==> config.mk <==
export PLATFORM = sky130hd
export DESIGN_NAME = cache_mem_arbiter
export DESIGN_NICKNAME = d
export VERILOG_FILES = /design/src/rtl/cache_mem_arbiter.sv
export SDC_FILE = /design/constraint.sdc
export NUM_CORES = 1
export LEC_CHECK = 0
export BUFFER_PORTS_ARGS = -buffer_cell sky130_fd_sc_hd__buf_2
export CAP_MARGIN = 20
export CORE_AREA = 4 4 150 152
export CTS_BUF_LIST = sky130_fd_sc_hd__clkbuf_16
export DETAILED_ROUTE_END_ITERATION = 10
export DIE_AREA = 0 0 154 156
export PLACE_DENSITY = 0.47
export SYNTH_ARGS = -nofsm -noshare
export SYNTH_HDL_FRONTEND = slang
export SYNTH_SLANG_ARGS = --single-unit
==> constraint.sdc <==
create_clock -name clk -period 2.5 [get_ports clk]
set_input_delay 0.5 -clock clk [delete_from_list [all_inputs] [get_ports clk]]
set_output_delay 0.5 -clock clk [all_outputs]
set_load 0.01 [all_outputs]
==> src/rtl/cache_mem_arbiter.sv <==
// Two-port round-robin arbiter sharing one in-order memory port between the
// instruction cache (port 0) and the data cache (port 1).
module cache_mem_arbiter #(
   parameter int unsigned MAX_OUTSTANDING = 4
) (
   input  logic                               clk,
   input  logic                               reset,

   input  logic                               in0_req_val,
   output logic                               in0_req_rdy,
   input  logic [76:0]                        in0_req_msg,
   output logic                               in0_resp_val,
   input  logic                               in0_resp_rdy,
   output logic [46:0]                        in0_resp_msg,

   input  logic                               in1_req_val,
   output logic                               in1_req_rdy,
   input  logic [76:0]                        in1_req_msg,
   output logic                               in1_resp_val,
   input  logic                               in1_resp_rdy,
   output logic [46:0]                        in1_resp_msg,

   output logic                               memreq_val,
   input  logic                               memreq_rdy,
   output logic [76:0]                        memreq_msg,
   input  logic                               memresp_val,
   output logic                               memresp_rdy,
   input  logic [46:0]                        memresp_msg,

   output logic [$clog2(MAX_OUTSTANDING):0]   outstanding
);

   localparam int unsigned PTR_W = $clog2(MAX_OUTSTANDING);
   localparam int unsigned CNT_W = PTR_W + 1;

   typedef enum logic {StFree, StLocked} lock_state_e;

   lock_state_e                state_q, state_d;
   logic                       lock_port_q, lock_port_d;
   logic                       prio_q, prio_d;
   logic [CNT_W-1:0]           count_q, count_d;
   logic [PTR_W-1:0]           wr_ptr_q, rd_ptr_q;
   logic [MAX_OUTSTANDING-1:0] id_fifo_q;

   logic grant, full, empty, go, head, req_fire, resp_fire;

   always_comb begin
      state_d     = state_q;
      lock_port_d = lock_port_q;
      prio_d      = prio_q;
      count_d     = count_q;

      grant = prio_q;
      if (state_q == StLocked) begin
         grant = lock_port_q;
      end else if (in0_req_val && !in1_req_val) begin
         grant = 1'b0;
      end else if (in1_req_val && !in0_req_val) begin
         grant = 1'b1;
      end

      full  = (count_q == CNT_W'(MAX_OUTSTANDING));
      empty = (count_q == '0);
      // reset gates the request side combinationally so nothing leaks while held
      go    = reset && !full;

      memreq_val  = (grant ? in1_req_val : in0_req_val) && go;
      memreq_msg  = grant ? in1_req_msg : in0_req_msg;
      in0_req_rdy = !grant && memreq_rdy && go;
      in1_req_rdy = grant && memreq_rdy && go;
      req_fire    = memreq_val && memreq_rdy;

      head         = id_fifo_q[rd_ptr_q];
      memresp_rdy  = (head ? in1_resp_rdy : in0_resp_rdy) && !empty;
      in0_resp_val = memresp_val && !empty && !head;
      in1_resp_val = memresp_val && !empty && head;
      in0_resp_msg = memresp_msg;
      in1_resp_msg = memresp_msg;
      resp_fire    = memresp_val && memresp_rdy;

      // a stalled request pins the grant so memreq_msg cannot change under it
      if (memreq_val && !memreq_rdy) begin
         state_d     = StLocked;
         lock_port_d = grant;
      end else begin
         state_d = StFree;
      end

      if (req_fire) begin
         prio_d = ~grant;
      end

      case ({req_fire, resp_fire})
         2'b10:   count_d = count_q + CNT_W'(1);
         2'b01:   count_d = count_q - CNT_W'(1);
         default: count_d = count_q;
      endcase
   end

   always_ff @(posedge clk or negedge reset) begin
      if (!reset) begin
         state_q     <= StFree;
         lock_port_q <= 1'b0;
         prio_q      <= 1'b0;
         count_q     <= '0;
         wr_ptr_q    <= '0;
         rd_ptr_q    <= '0;
         id_fifo_q   <= '0;
      end else begin
         state_q     <= state_d;
         lock_port_q <= lock_port_d;
         prio_q      <= prio_d;
         count_q     <= count_d;
         if (req_fire) begin
            id_fifo_q[wr_ptr_q] <= grant;
            wr_ptr_q            <= wr_ptr_q + PTR_W'(1);
         end
         if (resp_fire) begin
            rd_ptr_q <= rd_ptr_q + PTR_W'(1);
         end
      end
   end

   assign outstanding = count_q;

endmodule
==> run metrics, run 1 <==
commonest non-fill, non-tap cell in the layout=buf_2; VDD IR max=0.528 mV; CTS tree=yes; Vias/cell=3.33; CP cell instances=o21bai_1 -> o21ai_4 -> buf_12 -> buf_12 -> mux2_2 -> buf_2; DP Cell Count=691; clock transition at the registers of the reported paths=0.05 ns; worst min path class=input pin to async pin; clock root buffer=clkbuf_16; Die Ht=156 um; CP Capture Type=primary output; DR WL/cell=17.0 um; row cnt=53; fraction of layout cells with a size suffix above 1=0.776; Crit Path Class=flip-flop to primary output; DR DRC count=0; placed wire-length estimate=10.8 mm; Finish-stage setup viols=0; initial antenna violation count=6; Slew @ Worst Pin=0.356 ns; Worst slew margin=0.761; critical path fanouts, max=20; max_cap viols=0; CP arrival=1.93 ns; layout net count=636; fillcell total=2,381; post-synthesis sequential area ratio=0.136; antenna-violating nets left=0; Die W=154 um; Pwr Density=752 nW/um^2; run status=finished, final reports clean; Final period util=0.972; Crit path depth=6; first-pass GRT wire length=15.5 mm; Yosys reg bits=14; First-pass DRT Iterations=4; Syn Std Cell Area=2580 sq um; Core Area=21,000 sq um; Crit Reg-Reg Startpoint=rd_ptr_q[1]$_DFFE_PN0P_; H-tree depth=1; clock buffer depth=2; most numerous cell on the critical path=buf_12; Area contributors post-synth=buf_4 (27%), mux2_2 (16%), dfrtp_1 (14%), mux2_4 (13%), mux2_1 (10%); initial DRC count=71; Post-Layout Cell Count=696; syn nets=475; Yosys warning count=0; Worst Setup SP=state_q$_DFF_PN0_; Post-CTS Setup Inserts=0; final hold violations=0; Max Slew Vio Count=0; CP Buf/Inv Count=3; Yosys top cell area share=0.273; met2 global-route usage=0.121; IO Count=389; Clk Latency, worst-skew pair=0.24 ns; global route overflow=0; Layout Skew=0.00167 ns; slowest cell on the critical path=dfrtp_1; fmax=0.412 GHz; family with the most delay on the worst path=buffers and inverters; Setup TNS=0 ns; gp weighted congestion=0.731; most frequent cells in the layout=buf_2 (247), mux2_2 (37), mux2_1 (24), mux2_4 (22), dfrtp_1 (14); cell accounting for the most synthesized area=buf_4; met3 Use GR=0.0374; Syn Area/Cell=9.93 sq um; area grow syn2layout=38.9%; met1 Use GR=0.122; CP startpoint kind=flip-flop; GR peak layer=met1; r2r worst-path depth=10; via count=2,320; crit path time final=2.43 ns; CP endpoint=memreq_msg[65]; Die ar.=24,000 sq um; Gate Count Post-Synth=260; internal reg-to-reg setup slack=0.26 ns; vias in the first global route=2,329; max incr delay on CP=0.42 ns; total CTS buffers=3; clk sinks=14; All-Layer GR Usage=0.0856; Port Buffer Count=247; multi-input logic area=1410 sq um; RSZ-0062 raised after global routing=true; r2r endpoint=outstanding[2]$_DFFE_PN0P_; register area=350 sq um; total wire length=11.8 mm; Leak=1.87 nW; initial core utilization=0.123; post-synth cell types=30; critical path data required time=2.00 ns; largest net degree at the start of global routing=27
## sequential cells by signal, indices dropped and copies added (netlist names)
signal,cells
wr_ptr_q,2
prio_q,1
outstanding,3
state_q,1
rd_ptr_q,2
lock_port_q,1
id_fifo_q,4
## area by class of cell
type | instances | share of cell area
multi-input combinational | 132 | 0.393
timing repair buffer | 259 | 0.379
sequential | 14 | 0.0977
tap | 275 | 0.0960
clock buffer | 3 | 0.0209
inverter | 11 | 0.0115
clock inverter | 1 | 0.00105
antenna | 1 | 0.000698
## report_power, final
group	leakage, nW	switching (mW)	internal, mW
clock network	0.0385	0.0886	0.211
logic	1.67	0.924	1.03
registers	0.170	0.106	0.339
total	1.87	1.12	1.58
## per-layer routing
| metal | part of all wire | vias up |
|---|---|---|
| met5 | 0 | - |
| met3 | 0.12 | 23 |
| met1 | 0.44 | 1032 |
| met2 | 0.43 | 160 |
| met4 | 0.013 | 0 |
| li1 | - | 1105 |
## what timing repair did
| item | 4_1_cts | 5_1_grt |
|---|---|---|
| hold buffers | 0 | 0 |
| gates resized for setup | 0 | 2 |
| setup endpoints to repair | 0 | 14 |
## worst min-delay path by stage
stage / startpoint / to / cells after the start
CTS: reset / wr_ptr_q[0]$_DFFE_PN0P_ / 2
floorplan: reset / id_fifo_q[0]$_DFFE_PN0P_ / 0
detailed placement: reset / lock_port_q$_DFFE_PN0P_ / 2
global route: reset / lock_port_q$_DFFE_PN0P_ / 2
global placement: reset / wr_ptr_q[1]$_DFFE_PN0P_ / 2
finish: reset / lock_port_q$_DFFE_PN0P_ / 2
## cell families after synthesis
family,after synthesis,share of synthesized area
buf+inv,114,0.321
mux,90,0.421
simple gates,22,0.0465
flops,14,0.136
compound gates,9,0.0266
fa+ha+maj,6,0.0320
xor+xnor,5,0.0170
## stage by stage
stage / hold WS (ns) / utilization / setup slack (ns) / cell area [sq um] / total power, mW
after floorplan: 0.204 / - / 0.357 / 2580 / 1.83
after global placement: 0.476 / 0.166 / 0.159 / 3500 / 2.40
after detailed placement: 0.476 / 0.166 / 0.119 / 3500 / 2.40
after CTS: 0.221 / 0.170 / 0.0286 / 3580 / 2.72
after global routing: 0.240 / 0.170 / -0.00769 / 3580 / 2.89
final: 0.215 / 0.171 / 0.0699 / 3590 / 2.70
## synthesized netlist by cell type, drive strengths merged
library cell,count
buf,103
mux2,83
dfrtp,14
inv,11
nor2,8
mux2i,7
nor3,6
ha,5
o21ai,3
xor2,3
nand2,2
nor2b,2
o31ai,2
xnor2,2
a21boi,1
a21oi,1
fa,1
nand2b,1
nand3,1
nor3b,1
o21bai,1
o2bb2ai,1
or3b,1
(Power assumes the default switching activity.)
==> run 2, diff against run 1 <==
--- a/config.mk
+++ b/config.mk
@@ -7,11 +7,11 @@
 export LEC_CHECK = 0
 export BUFFER_PORTS_ARGS = -buffer_cell sky130_fd_sc_hd__buf_2
 export CAP_MARGIN = 20
-export CORE_AREA = 4 4 150 152
+export CORE_AREA = 4 4 149 151
 export CTS_BUF_LIST = sky130_fd_sc_hd__clkbuf_16
 export DETAILED_ROUTE_END_ITERATION = 10
-export DIE_AREA = 0 0 154 156
-export PLACE_DENSITY = 0.47
+export DIE_AREA = 0 0 153 155
+export PLACE_DENSITY = 0.49
 export SYNTH_ARGS = -nofsm -noshare
 export SYNTH_HDL_FRONTEND = slang
 export SYNTH_SLANG_ARGS = --single-unit
==> constraint.sdc (replaced) <==
create_clock -name clk -period 2.2 [get_ports clk]
set_input_delay 0.44 -clock clk [delete_from_list [all_inputs] [get_ports clk]]
set_output_delay 0.44 -clock clk [all_outputs]
set_load 0.01 [all_outputs]
==> run 2 against run 1 <==
- the flow now finishes with violations (setup timing)
- via count increased by 4.3%
- non-clock buffer count rose by 16
- global-route usage decreased by 0.11 points
- clock skew grew 0.0020 ns
- final area grew 11%
- routed wire length is 1.4% lower
- total power increased by 33%
- combinational power rose by 41%
- critical path depth unchanged
- register-to-register slack got worse by 0.18 ns
- count of clock-buffer cells in the layout is the same
- sequential share of layout area down 1.0 points
- largest cell class is now non-clock buffers
==> run metrics, run 2 (same netlist as run 1, synthesis figures left out) <==
Max Slew Vio Count=0 (unchanged); most frequent cells in the layout=buf_2 (216), mux2_4 (37), buf_6 (32), mux2_2 (25), buf_4 (23); initial DRC count=122 (+72%); VDD IR max=0.355 mV (-33%); CP Buf/Inv Count=3 (unchanged); fillcell total=2,319 (-2.6%); Largest Register=id_fifo_q; First-pass DRT Iterations=4 (unchanged); internal reg-to-reg setup slack=0.08 ns (-0.18 ns); vias in the first global route=2,443 (+4.9%); gp weighted congestion=0.802 (+9.8%); Pwr Density=897 nW/um^2 (+19%); Die ar.=23,700 sq um (-1.3%); max incr delay on CP=0.38 ns (-0.04 ns); Crit Reg-Reg Startpoint=rd_ptr_q[1]$_DFFE_PN0P_; via count=2,419 (+4.3%); clock root buffer=clkbuf_16; Worst Setup SP=state_q$_DFF_PN0_; row cnt=53 (unchanged); RSZ-0062 raised after global routing=true; Slew @ Worst Pin=0.256 ns (-0.100 ns); met1 Use GR=0.0992 (-0.0225); register area=350 sq um (unchanged); Port Buffer Count=247 (unchanged); Crit path depth=6 (unchanged); critical path fanouts, max=16 (-20%); multi-input logic area=1490 sq um (+5.6%); Finish-stage setup viols=58 (+58); met3 Use GR=0.0626 (+0.0251); H-tree depth=1 (unchanged); Layout Skew=0.00369 ns (+0.00202 ns); Leak=2.09 nW (+11%); Vias/cell=3.40 (+2.1%); placed wire-length estimate=10.1 mm (-6.6%); initial core utilization=0.124 (+0.00117); CP Capture Type=primary output; Pwr Total=3.58 mW (+33%); met2 global-route usage=0.123 (+0.00244); total wire length=11.6 mm (-1.4%); crit path time final=2.28 ns; first-pass GRT wire length=15.5 mm (+0.22%); r2r worst-path depth=10 (unchanged); All-Layer GR Usage=0.0845 (-0.00109); Hold WS=0.154 ns (-0.0612 ns); commonest non-fill, non-tap cell in the layout=buf_2; IO Count=389 (unchanged); largest net degree at the start of global routing=21 (-22%); GR peak layer=met2; clock buffer depth=2 (unchanged); total CTS buffers=3 (unchanged); Worst slew margin=0.825 (+0.0637); CTS tree=yes; critical path data required time=1.76 ns (-0.24 ns); CP startpoint kind=flip-flop; antenna-violating nets left=0 (unchanged); area grow syn2layout=54.6%; fmax=0.439 GHz; CP arrival=1.84 ns (-0.09 ns); slowest cell on the critical path=dfrtp_1; clk sinks=14 (unchanged); worst min path class=input pin to async pin; fin util=0.192 (+0.0212); CP cell instances=o21bai_4 -> o21ai_4 -> buf_12 -> buf_12 -> mux2_2 -> buf_6; Clk Latency, worst-skew pair=0.24 ns (about the same); family with the most delay on the worst path=buffers and inverters; max_cap viols=0 (unchanged); r2r endpoint=outstanding[2]$_DFFE_PN0P_; initial antenna violation count=0 (-6); Setup TNS=-1.78 ns (-1.78 ns); Die Ht=155 um (-0.64%); number of flip-flops in the largest register=4 (unchanged); Antenna diodes=0 (-1); Post-Layout Cell Count=711 (+2.2%); Crit Path Class=flip-flop to primary output; run status=complete, but fails checks; DP Cell Count=705 (+2.0%); Worst Slack Setup Final=-0.0799 ns (-0.150 ns); Final period util=1.04; DR WL/cell=16.4 um (-3.5%); final hold violations=0 (unchanged); most numerous cell on the critical path=buf_12; clock transition at the registers of the reported paths=0.05 ns (about the same); DR DRC count=0 (unchanged); Core Area=20,800 sq um (-0.95%); global route overflow=0 (unchanged); CP endpoint=memreq_msg[5]; fraction of layout cells with a size suffix above 1=0.805 (+0.0289); failing checks=setup timing; Die W=153 um (-0.65%); layout net count=652 (+2.5%)
==> run 2: changes by cell type in the layout (fill, tap and decap cells not counted), sizes merged <==
cell	delta
diode	-1
buf	+16
==> run 2: power by group <==
| part | leakage (nW) | internal (mW) | switching, mW |
|---|---|---|---|
| Clock | 0.0385 | 0.240 | 0.105 |
| Sequential | 0.170 | 0.385 | 0.102 |
| Combinational | 1.88 | 1.57 | 1.17 |
| Total | 2.09 | 2.20 | 1.38 |
==> run 2: metal layers <==
| metal | part of all wire | vias to the layer above |
|---|---|---|
| met5 | 0 | - |
| met4 | 0.018 | 0 |
| met3 | 0.18 | 30 |
| met2 | 0.45 | 173 |
| met1 | 0.36 | 1082 |
| li1 | - | 1134 |
==> run 2: layout make-up <==
class / instances / share of cell area
clock buffer: 3 / 0.0188
sequential: 14 / 0.0877
clock inverter: 1 / 0.000940
timing repair buffer: 275 / 0.423
multi-input combinational: 132 / 0.373
inverter: 11 / 0.0103
tap: 275 / 0.0862
==> run 2: per-stage QoR <==
step	cell area [sq um]	setup WS, ns
global route	3990	-0.154
finish	3990	-0.0799
detailed placement	3610	-0.0187
CTS	3860	-0.0942
global placement	3610	-0.00718
floorplan	2580	0.0567
==> run 2: how the worst min path moves through the flow <==
stage           from                  endpoint  slack, ns  cells after the start
3_5_place_dp   reset         state_q$_DFF_PN0_       0.42                      2
3_3_place_gp   reset   lock_port_q$_DFFE_PN0P_       0.42                      2
6_report       reset         state_q$_DFF_PN0_       0.15                      2
4_1_cts        reset        prio_q$_DFFE_PN0P_       0.16                      2
2_1_floorplan  reset  id_fifo_q[0]$_DFFE_PN0P_       0.14                      0
5_1_grt        reset   lock_port_q$_DFFE_PN0P_       0.17                      2
==> run 2: what timing repair did <==
item	in CTS	in global routing
gates cloned	0	0
pin swaps	0	4
gates resized for setup	30	26
setup buffers	0	2
setup endpoints to repair	76	78
hold buffers	0	0
==> run 2: worst register-to-register path, stage by stage, from the launching register on <==
cell     delay (ns)
dfrtp_1        0.38
mux2i_1        0.26
mux2i_1        0.15
mux2i_1        0.16
nor2_1         0.13
ha_2           0.19
inv_2          0.04
fa_2           0.33
xor2_1         0.14
nor2_1         0.12
xor2_1         0.15
